<file path="src/rtl/histogram_equalizer_lut_pkg.sv">
// Shared widths, FSM state type and CDF scaling helper for the histogram equaliser LUT builder.
package hist_eq_pkg;

    localparam int BINS   = 256;
    localparam int PIX_W  = 8;
    localparam int BIN_W  = 16;
    localparam int CDF_W  = 24;
    localparam int PROD_W = 32;

    typedef enum logic [1:0] {
        IDLE,
        READ,
        DRAIN
    } state_t;

    // Address tag travelling alongside an outstanding histogram read.
    typedef struct packed {
        logic             valid;
        logic [PIX_W-1:0] addr;
    } rd_tag_t;

    // (cdf * 255) >> shift, clamped to 255 so a full frame never wraps to 0.
    function automatic logic [PIX_W-1:0] scale_cdf(input logic [CDF_W-1:0] cdf, input int shift);
        logic [PROD_W-1:0] prod;
        logic [PROD_W-1:0] scaled;
        prod   = PROD_W'(cdf) * PROD_W'(255);
        scaled = prod >> shift;
        return (scaled > PROD_W'(255)) ? 8'hFF : scaled[PIX_W-1:0];
    endfunction

endpackage

</file>
<file path="src/rtl/histogram_equalizer_lut_if.sv">
// Histogram calculator readback bus: ready pulse plus address/strobe/data read port.
interface histogram_equalizer_lut_if;
    import hist_eq_pkg::*;

    logic             hist_ready;
    logic             hist_rd_en;
    logic [PIX_W-1:0] hist_rd_addr;
    logic [BIN_W-1:0] hist_rd_data;

    // The equaliser drives the read address; the calculator returns counts.
    modport master (
        input  hist_ready,
        input  hist_rd_data,
        output hist_rd_en,
        output hist_rd_addr
    );

    modport slave (
        output hist_ready,
        output hist_rd_data,
        input  hist_rd_en,
        input  hist_rd_addr
    );

endinterface

</file>
<file path="src/rtl/histogram_equalizer_lut_dp_bram.sv">
// Simple dual-port block RAM: port a synchronous write, port b registered read.
module dp_bram #(
    parameter int DEPTH = 256,
    parameter int WIDTH = 8
) (
    input  logic                     clk,
    input  logic                     we_a,
    input  logic [$clog2(DEPTH)-1:0] addr_a,
    input  logic [WIDTH-1:0]         din_a,
    input  logic [$clog2(DEPTH)-1:0] addr_b,
    output logic [WIDTH-1:0]         dout_b
);

    logic [WIDTH-1:0] mem [DEPTH];

    // NOTE: RAM contents and its read register have no reset so the array maps onto block RAM.
    always_ff @(posedge clk) begin
        if (we_a) begin
            mem[addr_a] <= din_a;
        end
        dout_b <= mem[addr_b];
    end

endmodule

</file>
<file path="src/rtl/histogram_equalizer_lut.sv">
// Builds an 8-bit equalisation LUT from the frame histogram and remaps the live pixel stream.
// Optional macro LUT_DOUBLE_BUF_EN selects double-buffered LUT banks swapped at frame end.
module histogram_equalizer_lut
    import hist_eq_pkg::*;
#(
    parameter int LOG2_PIXELS = 16,
    parameter int RD_LATENCY  = 1
) (
    input  logic                       clk,
    input  logic                       rst,
    input  logic [PIX_W-1:0]           in_pixel,
    input  logic                       in_valid,
    input  logic                       end_of_frame,
    histogram_equalizer_lut_if.master  hist,
    output logic [PIX_W-1:0]           out_pixel,
    output logic                       out_valid,
    output logic                       out_end_of_frame,
    output logic                       busy,
    output logic                       lut_valid,
    output logic                       overrun
);

    state_t           state;
    state_t           next_state;
    logic [PIX_W-1:0] rd_addr;
    rd_tag_t          rd_pipe [RD_LATENCY];
    logic [CDF_W-1:0] cdf;
    logic             wr_en;
    logic [PIX_W-1:0] wr_addr;
    logic [PIX_W-1:0] wr_data;
    logic             build_start;
    logic             last_write;

    logic [PIX_W-1:0] pix_q;
    logic [PIX_W-1:0] pix_qq;
    logic             valid_q;
    logic             eof_q;
    logic             use_lut_q;
    logic [PIX_W-1:0] lut_dout;

    assign build_start       = (state == IDLE) && hist.hist_ready;
    assign last_write        = wr_en && (wr_addr == PIX_W'(BINS - 1));
    assign busy              = (state != IDLE);
    assign hist.hist_rd_en   = (state == READ);
    assign hist.hist_rd_addr = rd_addr;

    // NOTE: clocked state uses non-blocking assignments so every register samples pre-edge values.
    always_ff @(posedge clk or posedge rst) begin
        if (rst) begin
            state <= IDLE;
        end else begin
            state <= next_state;
        end
    end

    // NOTE: next_state gets its default before the case so no path leaves it unassigned (no latch).
    always_comb begin
        next_state = state;
        unique case (state)
            IDLE:    if (hist.hist_ready) next_state = READ;
            READ:    if (rd_addr == PIX_W'(BINS - 1)) next_state = DRAIN;
            DRAIN:   if (last_write) next_state = IDLE;
            default: next_state = IDLE;
        endcase
    end

    always_ff @(posedge clk or posedge rst) begin
        if (rst) begin
            rd_addr <= '0;
        end else if (build_start) begin
            rd_addr <= '0;
        end else if (state == READ) begin
            rd_addr <= rd_addr + 1'b1;
        end
    end

    // Tag each issued address so the returning count can be matched to its bin.
    always_ff @(posedge clk or posedge rst) begin
        if (rst) begin
            for (int i = 0; i < RD_LATENCY; i++) begin
                rd_pipe[i] <= '0;
            end
        end else begin
            rd_pipe[0] <= '{valid: (state == READ), addr: rd_addr};
            for (int i = 1; i < RD_LATENCY; i++) begin
                rd_pipe[i] <= rd_pipe[i-1];
            end
        end
    end

    always_ff @(posedge clk or posedge rst) begin
        if (rst) begin
            cdf     <= '0;
            wr_en   <= 1'b0;
            wr_addr <= '0;
        end else begin
            wr_en   <= rd_pipe[RD_LATENCY-1].valid;
            wr_addr <= rd_pipe[RD_LATENCY-1].addr;
            if (build_start) begin
                cdf <= '0;
            end else if (rd_pipe[RD_LATENCY-1].valid) begin
                cdf <= cdf + CDF_W'(hist.hist_rd_data);
            end
        end
    end

    assign wr_data = scale_cdf(cdf, LOG2_PIXELS);

    always_ff @(posedge clk or posedge rst) begin
        if (rst) begin
            overrun <= 1'b0;
        end else if (busy && hist.hist_ready) begin
            overrun <= 1'b1;
        end
    end

    // Stage 1 registers the input; stage 2 is the LUT read, with a bypass copy alongside.
    always_ff @(posedge clk or posedge rst) begin
        if (rst) begin
            pix_q            <= '0;
            valid_q          <= 1'b0;
            eof_q            <= 1'b0;
            pix_qq           <= '0;
            out_valid        <= 1'b0;
            out_end_of_frame <= 1'b0;
            use_lut_q        <= 1'b0;
        end else begin
            pix_q            <= in_pixel;
            valid_q          <= in_valid;
            eof_q            <= in_valid && end_of_frame;
            pix_qq           <= pix_q;
            out_valid        <= valid_q;
            out_end_of_frame <= eof_q;
            use_lut_q        <= lut_valid;
        end
    end

    assign out_pixel = use_lut_q ? lut_dout : pix_qq;

`ifdef LUT_DOUBLE_BUF_EN
    logic             active_bank;
    logic             bank_q;
    logic             swap_pending;
    logic             swap;
    logic [PIX_W-1:0] dout0;
    logic [PIX_W-1:0] dout1;

    // Flip after the end-of-frame pixel's lookup; held off while a build rewrites the shadow bank.
    assign swap = swap_pending && !busy && valid_q && eof_q;

    always_ff @(posedge clk or posedge rst) begin
        if (rst) begin
            active_bank  <= 1'b0;
            bank_q       <= 1'b0;
            swap_pending <= 1'b0;
            lut_valid    <= 1'b0;
        end else begin
            bank_q <= active_bank;
            if (last_write) begin
                swap_pending <= 1'b1;
            end else if (swap) begin
                swap_pending <= 1'b0;
                active_bank  <= ~active_bank;
                lut_valid    <= 1'b1;
            end
        end
    end

    dp_bram #(.DEPTH(BINS), .WIDTH(PIX_W)) u_bank0 (
        .clk    (clk),
        .we_a   (wr_en && active_bank),
        .addr_a (wr_addr),
        .din_a  (wr_data),
        .addr_b (pix_q),
        .dout_b (dout0)
    );

    dp_bram #(.DEPTH(BINS), .WIDTH(PIX_W)) u_bank1 (
        .clk    (clk),
        .we_a   (wr_en && !active_bank),
        .addr_a (wr_addr),
        .din_a  (wr_data),
        .addr_b (pix_q),
        .dout_b (dout1)
    );

    assign lut_dout = bank_q ? dout1 : dout0;
`else
    always_ff @(posedge clk or posedge rst) begin
        if (rst) begin
            lut_valid <= 1'b0;
        end else if (build_start) begin
            lut_valid <= 1'b0;
        end else if (last_write) begin
            lut_valid <= 1'b1;
        end
    end

    dp_bram #(.DEPTH(BINS), .WIDTH(PIX_W)) u_bank0 (
        .clk    (clk),
        .we_a   (wr_en),
        .addr_a (wr_addr),
        .din_a  (wr_data),
        .addr_b (pix_q),
        .dout_b (lut_dout)
    );
`endif

endmodule

</file>
<file path="src/flat_wrapper.sv">
// flat-port wrapper written by rule: the top's interface ports become plain ports
module histogram_equalizer_lut_flat import hist_eq_pkg::*;
#(
    parameter int LOG2_PIXELS = 16,
    parameter int RD_LATENCY  = 1
)
  (clk, rst, in_pixel, in_valid, end_of_frame, out_pixel, out_valid, out_end_of_frame, busy, lut_valid, overrun, hist_hist_ready, hist_hist_rd_data, hist_hist_rd_en, hist_hist_rd_addr);
  histogram_equalizer_lut_if hist_i ();
  input  logic clk;
  input  logic rst;
  input  logic [PIX_W-1:0] in_pixel;
  input  logic in_valid;
  input  logic end_of_frame;
  output logic [PIX_W-1:0] out_pixel;
  output logic out_valid;
  output logic out_end_of_frame;
  output logic busy;
  output logic lut_valid;
  output logic overrun;
  input wire logic [$bits(hist_i.hist_ready)-1:0] hist_hist_ready;
  input wire logic [$bits(hist_i.hist_rd_data)-1:0] hist_hist_rd_data;
  output wire logic [$bits(hist_i.hist_rd_en)-1:0] hist_hist_rd_en;
  output wire logic [$bits(hist_i.hist_rd_addr)-1:0] hist_hist_rd_addr;
  assign hist_i.hist_ready = hist_hist_ready;
  assign hist_i.hist_rd_data = hist_hist_rd_data;
  assign hist_hist_rd_en = hist_i.hist_rd_en;
  assign hist_hist_rd_addr = hist_i.hist_rd_addr;
  histogram_equalizer_lut #(.LOG2_PIXELS(LOG2_PIXELS), .RD_LATENCY(RD_LATENCY)) u_core (.clk(clk), .rst(rst), .in_pixel(in_pixel), .in_valid(in_valid), .end_of_frame(end_of_frame), .hist(hist_i), .out_pixel(out_pixel), .out_valid(out_valid), .out_end_of_frame(out_end_of_frame), .busy(busy), .lut_valid(lut_valid), .overrun(overrun));
endmodule
</file>
<file path="config.mk">
export PLATFORM = sky130hd
export DESIGN_NAME = histogram_equalizer_lut_flat
export DESIGN_NICKNAME = d
export VERILOG_FILES = /design/src/rtl/histogram_equalizer_lut_pkg.sv /design/src/rtl/histogram_equalizer_lut_if.sv /design/src/rtl/histogram_equalizer_lut_dp_bram.sv /design/src/rtl/histogram_equalizer_lut.sv /design/src/flat_wrapper.sv
export SDC_FILE = /design/constraint.sdc
export NUM_CORES = 2
export LEC_CHECK = 0
export BUFFER_PORTS_ARGS = -buffer_cell sky130_fd_sc_hd__buf_4
export CORE_MARGIN = 2
export CORE_UTILIZATION = 63
export CTS_BUF_LIST = sky130_fd_sc_hd__clkbuf_16
export DETAILED_ROUTE_END_ITERATION = 12
export GPL_ROUTABILITY_DRIVEN = 1
export MAX_ROUTING_LAYER = met4
export PLACE_DENSITY_LB_ADDON = 0.25
export SLEW_MARGIN = 10
export SYNTH_ARGS = -nofsm -noshare
export SYNTH_HDL_FRONTEND = slang
export SYNTH_SLANG_ARGS = --single-unit
</file>
<file path="constraint.sdc">
create_clock -name clk -period 28.6 [get_ports clk]
set_input_delay 5.72 -clock clk [delete_from_list [all_inputs] [get_ports clk]]
set_output_delay 5.72 -clock clk [all_outputs]
set_load 0.03 [all_outputs]
</file>
* Yosys cells after proc, flatten, opt, wreduce, memory -nomap -nowiden
Memory sizes are Yosys's and may differ from the RTL's. A register that Yosys moved wholly into a read port is not among the register bits.
Cells that the tools add are included.
** Word-level totals
- Memory bits (writable) :: 2048
- Input port bits :: 29
- Memories :: 1
- Logic and storage cells :: 52
- Register bits after elaboration :: 75
** Memory list
- u_core.u_bank0.mem :: depth 256, width 8, rd ports 1, clocked after memory_dff 1, wr ports 1, line histogram_equalizer_lut_dp_bram.sv:14 : logic [WIDTH-1:0] mem [DEPTH];
** Cells by class
- Reduce and logical (&&, ||, !) cells :: 10
- Add/sub/neg operators :: 2
- Muxes and demuxes :: 14
- Order comparisons :: 1
- $mul :: 1
- Equal/unequal tests :: 7
** Operators by type and width (number)
- two-way mux 24 bit :: 2
- multiplier 24 x 8 -> 32 bit (second input constant) :: 1
- two-way mux 8 bit :: 4
- adder 24 x 16 -> 24 bit :: 1
- == test 8 bit (second input constant) :: 2
- > comparator 16 x 8 -> 1 bit (second input constant) :: 1
- adder 8 x 1 -> 8 bit (second input constant) :: 1
- nonzero test 2 bit :: 4
- two-way mux 2 bit :: 3
- case mux 2 bit (3 select lines) :: 1
- logical AND 1 bit :: 4
- two-way mux 1 bit :: 4
- != test 2 x 1 -> 1 bit (second input constant) :: 2
- AND reduction 3 bit :: 1
- == test 2 x 1 -> 1 bit (second input constant) :: 1
- == test 2 bit (second input constant) :: 1
- zero test 2 bit :: 1
- != test 2 bit (second input constant) :: 1

* Longest topological paths before layout
- Depth in word-level cells :: 4
- Mapped depth :: 17
- Gate-level depth less buffers :: 17

* Modules after synthesis
From an unflattened synthesis, not the netlist that was laid out.
** Second synthesis, totals
- Cell total of the unflattened synthesis :: 4491
- Area, all modules :: 87293.7 um^2
** Modules (own cells, without submodules)
- dp_bram :: area an instance 79556.3 um^2, cells each 3733, seq. area each 61659.1 um^2, times used 1
- histogram_equalizer_lut :: area an instance 7737.4 um^2, cells each 758, seq. area each 1876.8 um^2, times used 1

* Least setup slack after synthesis
Ideal clock, no wire load.
- Path kind :: register to register
- Start point :: reg u_core.cdf[4]
- End point :: mem u_core.u_bank0.mem[0][3], data pin
- Path buffers :: 0
- Arrival :: 8552 ps
- Slack :: 18244 ps
- Cell stages (with the launch flop) :: 17
- Path through :: dfrtp_1 > inv_1 > fa_1 > inv_1 > fa_1 > fa_1 > inv_1 > fa_1 > inv_1 > ha_1 > a211oi_1 > o211a_1 > o22ai_2 > a2111o_1 > a41o_1 > a311oi_2 > nand4b_1
** Between the ends
- Longest elaborated chain between the ends :: 3
** Ends and longest elaborated chain
- start: declaration :: line histogram_equalizer_lut.sv:27 : logic [CDF_W-1:0] cdf;
- start signal: assignment :: line histogram_equalizer_lut.sv:102 : cdf <= cdf + CDF_W'(hist.hist_rd_data);
- multiplier 24 x 8 -> 32 bit * :: line histogram_equalizer_lut_pkg.sv:26 : prod = PROD_W'(cdf) * PROD_W'(255);
- > comparator 16 x 8 -> 1 bit :: line histogram_equalizer_lut_pkg.sv:28 : return (scaled > PROD_W'(255)) ? 8'hFF : scaled[PIX_W-1:0];
- two-way mux 8 bit * :: line histogram_equalizer_lut_pkg.sv:28
- named net u_core.u_bank0.din_a[3] :: line histogram_equalizer_lut_dp_bram.sv:9 : input logic [WIDTH-1:0] din_a,
- end: declaration :: line histogram_equalizer_lut_dp_bram.sv:14
Mark *: on every way through the listed nets, which the timed path passes. The rest lies on a longest branch.

* Worst setup path after layout
- Start point :: reg u_core.cdf[4]
- End point :: mem u_core.u_bank0.mem[35][5], data pin
Same word-level chain as after synthesis.

==> impl_summary.md <==
Outcome
The run finished with clean final reports.

Finish
The final-layout fill cell count is 7,925. The total area of sequential cells is 63,600 um2. In the final design database the tool counted 4,352 nets. The area taken by multi-input logic gates is 21,700 um2.

The core occupancy in the finished layout is 0.701. Leaving out fill and tap cells, the most frequent cells in the layout are 2,048 x sky130_fd_sc_hd__edfxtp_1, 640 x sky130_fd_sc_hd__mux4_2, 307 x sky130_fd_sc_hd__nor2_1. The commonest non-fill, non-tap cell in the layout is sky130_fd_sc_hd__edfxtp_1. The fraction of layout cells with a size suffix above 1 is 0.246.

The area growth from synthesis to layout is 10.1%.

Placed design
The total half-perimeter wirelength after legalization and detailed placement is 113 mm. The placer's final routability congestion estimate is 0.876. Buffers placed on the I/O ports in this run total 50.

CTS
TritonCTS built the clock tree. The buffer cell driving the clock tree root is sky130_fd_sc_hd__clkbuf_16. The depth of the CTS H-tree is 4. The post-cts resize count is 0. The number of buffers inserted by post-CTS setup repair is 0. Clock-pin slew was measured on the worst setup and hold paths at 0.06 ns.

The number of buffers on the longest clock path is 3. CTS saw 2,131 sinks. The later pin in the worst-skew pair is clocked with a latency of 0.85 ns. The hold buffer count at cts is 0. The total clock buffers created by CTS is 202.

Global route
The maximum number of pins on one net before global-route repair is 185. The initial antenna violation count is 6. The total routing resource utilization after global routing is 0.295. The number of global-route vias before repair is 42,300. The first global-routing pass estimated 289 mm of wire. After global routing the overflow that remains totals 0.

Floorplan
The y dimension of the die is 375 um. The number of cell rows is 135. The area enclosed by the die boundary is 140,000 um2.

In this run the count of I/O pins placed on the die edge is 51. In this run the standard cell core region covers 136,000 um2. The initial utilization of the core area, before any placement, comes to 0.637.

The x dimension of the die is 375 um.

Logic synthesis
Of the synthesized area, sequential elements account for 0.735. The number of different library cells in the post-synthesis netlist is 67. In this run the cell area of the synthesized design comes to 86,500 um2. The async set or reset register ratio after synthesis is 0.0352.

Of the total synthesized cell area, the portion taken by full adders, half adders and majority gates is 0.0359. The cell count after synthesis is 4,024. The number of synthesized flops with an enable pin is 2,048. The synthesized-area fraction occupied by ao, oa, aoi and oai cells is 0.0176. The total number of yosys warnings is 0. The share of synthesized cell area in and, or, nand and nor gates is 0.0245. After synthesis, the share of cell area in mux cells is 0.169. The dominant combinational cell family by area after synthesis is multiplexers. In the synthesized netlist the dominant register cell turns out to be sky130_fd_sc_hd__edfxtp_1. The XOR/XNOR share of the synthesized area is 0.00324. Counting flops and latches in the post-synthesis netlist gives 2,131. The average instance area after synthesis is 21.5 um2. The number of nets in the synthesized netlist is 4,235.

Drt
After detailed routing, the number of remaining DRC violations is 0. The detailed-route via count is 41,500. The pre-antenna-repair detailed-routing pass consisted of 5 iterations.

The post-detailed-route wirelength per cell is 32.2 um. The detail route stage leaves a number of antenna-violating nets equal to 0. The total wire length is 196 mm. Using the TritonRoute via totals, the vias-per-cell ratio works out to 6.82. The detailed router finished its first iteration with 5,095 violations.

Setup path
STA classifies the critical path endpoint as a flop. The worst setup path is of the reg2reg kind. The largest single stage delay on the critical path is 0.96 ns. The worst-path maximum fanout is 105.

Setup slack on the worst reg-to-reg path comes out at 20.41 ns. The kind of cell adding the most delay to the critical path is buffers and inverters. The launching element type of the critical path is a flop. Data arrives at the worst endpoint at 8.67 ns. Traced cell by cell, the critical path runs through inv_1, fa_1, inv_1, fa_1, fa_1, inv_1, fa_1, inv_1, ha_1, a211oi_1, o211a_1, o22ai_2, a2111o_1, a41o_1, a21oi_1, a311oi_2, nand4_1, buf_4, buf_4, buf_4. For this design, the slowest cell found on the critical path is sky130_fd_sc_hd__buf_4.

Together, buffers and inverters on the worst path number 7. At the worst endpoint, the required time is 29.09 ns.

STA
The maximum clock rate is 0.122 GHz. In the final timing run, aggregate negative setup slack is 0 ns. The final hold violation count was 0.

In this run the tightest slew margin relative to its limit is 0.177. Of the available clock period, the critical path in the final layout requires 0.286. Setup repair after global routing left no endpoint under its margin. The number of endpoints failing setup at the final stage is 0. The setup skew after layout is 0.0546 ns. The post-layout minimum cycle time is 8.19 ns.

The number of pins with negative max-slew slack in the final report is 0. The transition at the pin with the smallest max-transition slack is 1.23 ns.

Job
The tool flagged a number of max-cap violations equal to 0.

Worst hold path
The class of the worst hold path is reg2reg.
-- worst paths after layout --
check	startpoint	endpoint	cells past startpoint
setup / recovery	u_core.cdf[4]	u_core.u_bank0.mem[35][5]	20
hold / removal	u_core.rd_pipe[1]	u_core.wr_addr[1]	0
setup reg to reg	u_core.cdf[4]	u_core.u_bank0.mem[35][5]	20
hold reg to reg	u_core.rd_pipe[1]	u_core.wr_addr[1]	0
max in group asynchronous	rst	u_core.pix_q[2]	2
min in group asynchronous	rst	u_core.pix_q[5]	2
-- Yosys cell counts, types with 39 or more instances --
cell type / number / area share
sky130_fd_sc_hd__a21oi_1: 39 / 0.0023
sky130_fd_sc_hd__a22oi_1: 40 / 0.0035
sky130_fd_sc_hd__buf_2: 50 / 0.0029
sky130_fd_sc_hd__clkbuf_1: 120 / 0.0052
sky130_fd_sc_hd__dfrtp_1: 75 / 0.022
sky130_fd_sc_hd__edfxtp_1: 2048 / 0.71
sky130_fd_sc_hd__fa_1: 110 / 0.025
sky130_fd_sc_hd__ha_1: 72 / 0.010
sky130_fd_sc_hd__inv_1: 113 / 0.0049
sky130_fd_sc_hd__mux4_2: 640 / 0.17
sky130_fd_sc_hd__nand2_1: 75 / 0.0033
sky130_fd_sc_hd__nor2_1: 307 / 0.013
-- routing by layer --
| layer | vias to the layer above | track usage | routed length, um |
|---|---|---|---|
| li1 | 16800 | - | - |
| met5 | - | - | 0 |
| met4 | 0 | 0.0854 | 5590 |
| met3 | 368 | 0.0644 | 21000 |
| met2 | 2553 | 0.446 | 95200 |
| met1 | 21700 | 0.416 | 74300 |
-- cell families after synthesis --
| group | after synthesis |
|---|---|
| buf+inv | 314 |
| xor+xnor | 32 |
| compound gates | 212 |
| simple gates | 492 |
| fa+ha+maj | 182 |
| flops | 2131 |
| mux | 661 |
-- sequential cells by signal (all words and copies together) (netlist names) --
register	count
u_core.u_bank0.mem	2048
u_core.cdf	24
u_core.rd_pipe	9
u_core.hist.hist_rd_addr	8
u_core.pix_q	8
u_core.pix_qq	8
u_core.u_bank0.dout_b	8
u_core.wr_addr	8
u_core.state	2
u_core.eof_q	1
u_core.lut_valid	1
u_core.out_end_of_frame	1
u_core.out_valid	1
u_core.overrun	1
u_core.use_lut_q	1
u_core.valid_q	1
u_core.wr_en	1
-- through the flow --
| stage | setup WS [ns] | std cells | hold WS [ns] | cell area (um2) |
|---|---|---|---|---|
| 2_1_floorplan | 18.24 | 4024 | 0.331 | 86500 |
| 3_3_place_gp | 20.00 | 5717 | 0.331 | 88800 |
| 3_5_place_dp | 20.09 | 5717 | 0.335 | 88800 |
| 4_1_cts | 20.38 | 6083 | 0.350 | 95200 |
| 5_1_grt | 19.80 | 6086 | 0.367 | 95200 |
| 6_report | 20.41 | 6087 | 0.344 | 95200 |
-- cell type report --
type	count	share of cell area
diodes	3	0.0000789
clock buffers	204	0.0536
clock inverters	162	0.0130
inverters	113	0.00448
multi-input cells	1579	0.228
flip-flops and latches	2131	0.668
well taps	1781	0.0234
repair buffers	114	0.0103
Power is left out: the tool's default activity adds up to more than one toggle a clock period on the data nets, which glitch-free logic cannot reach.
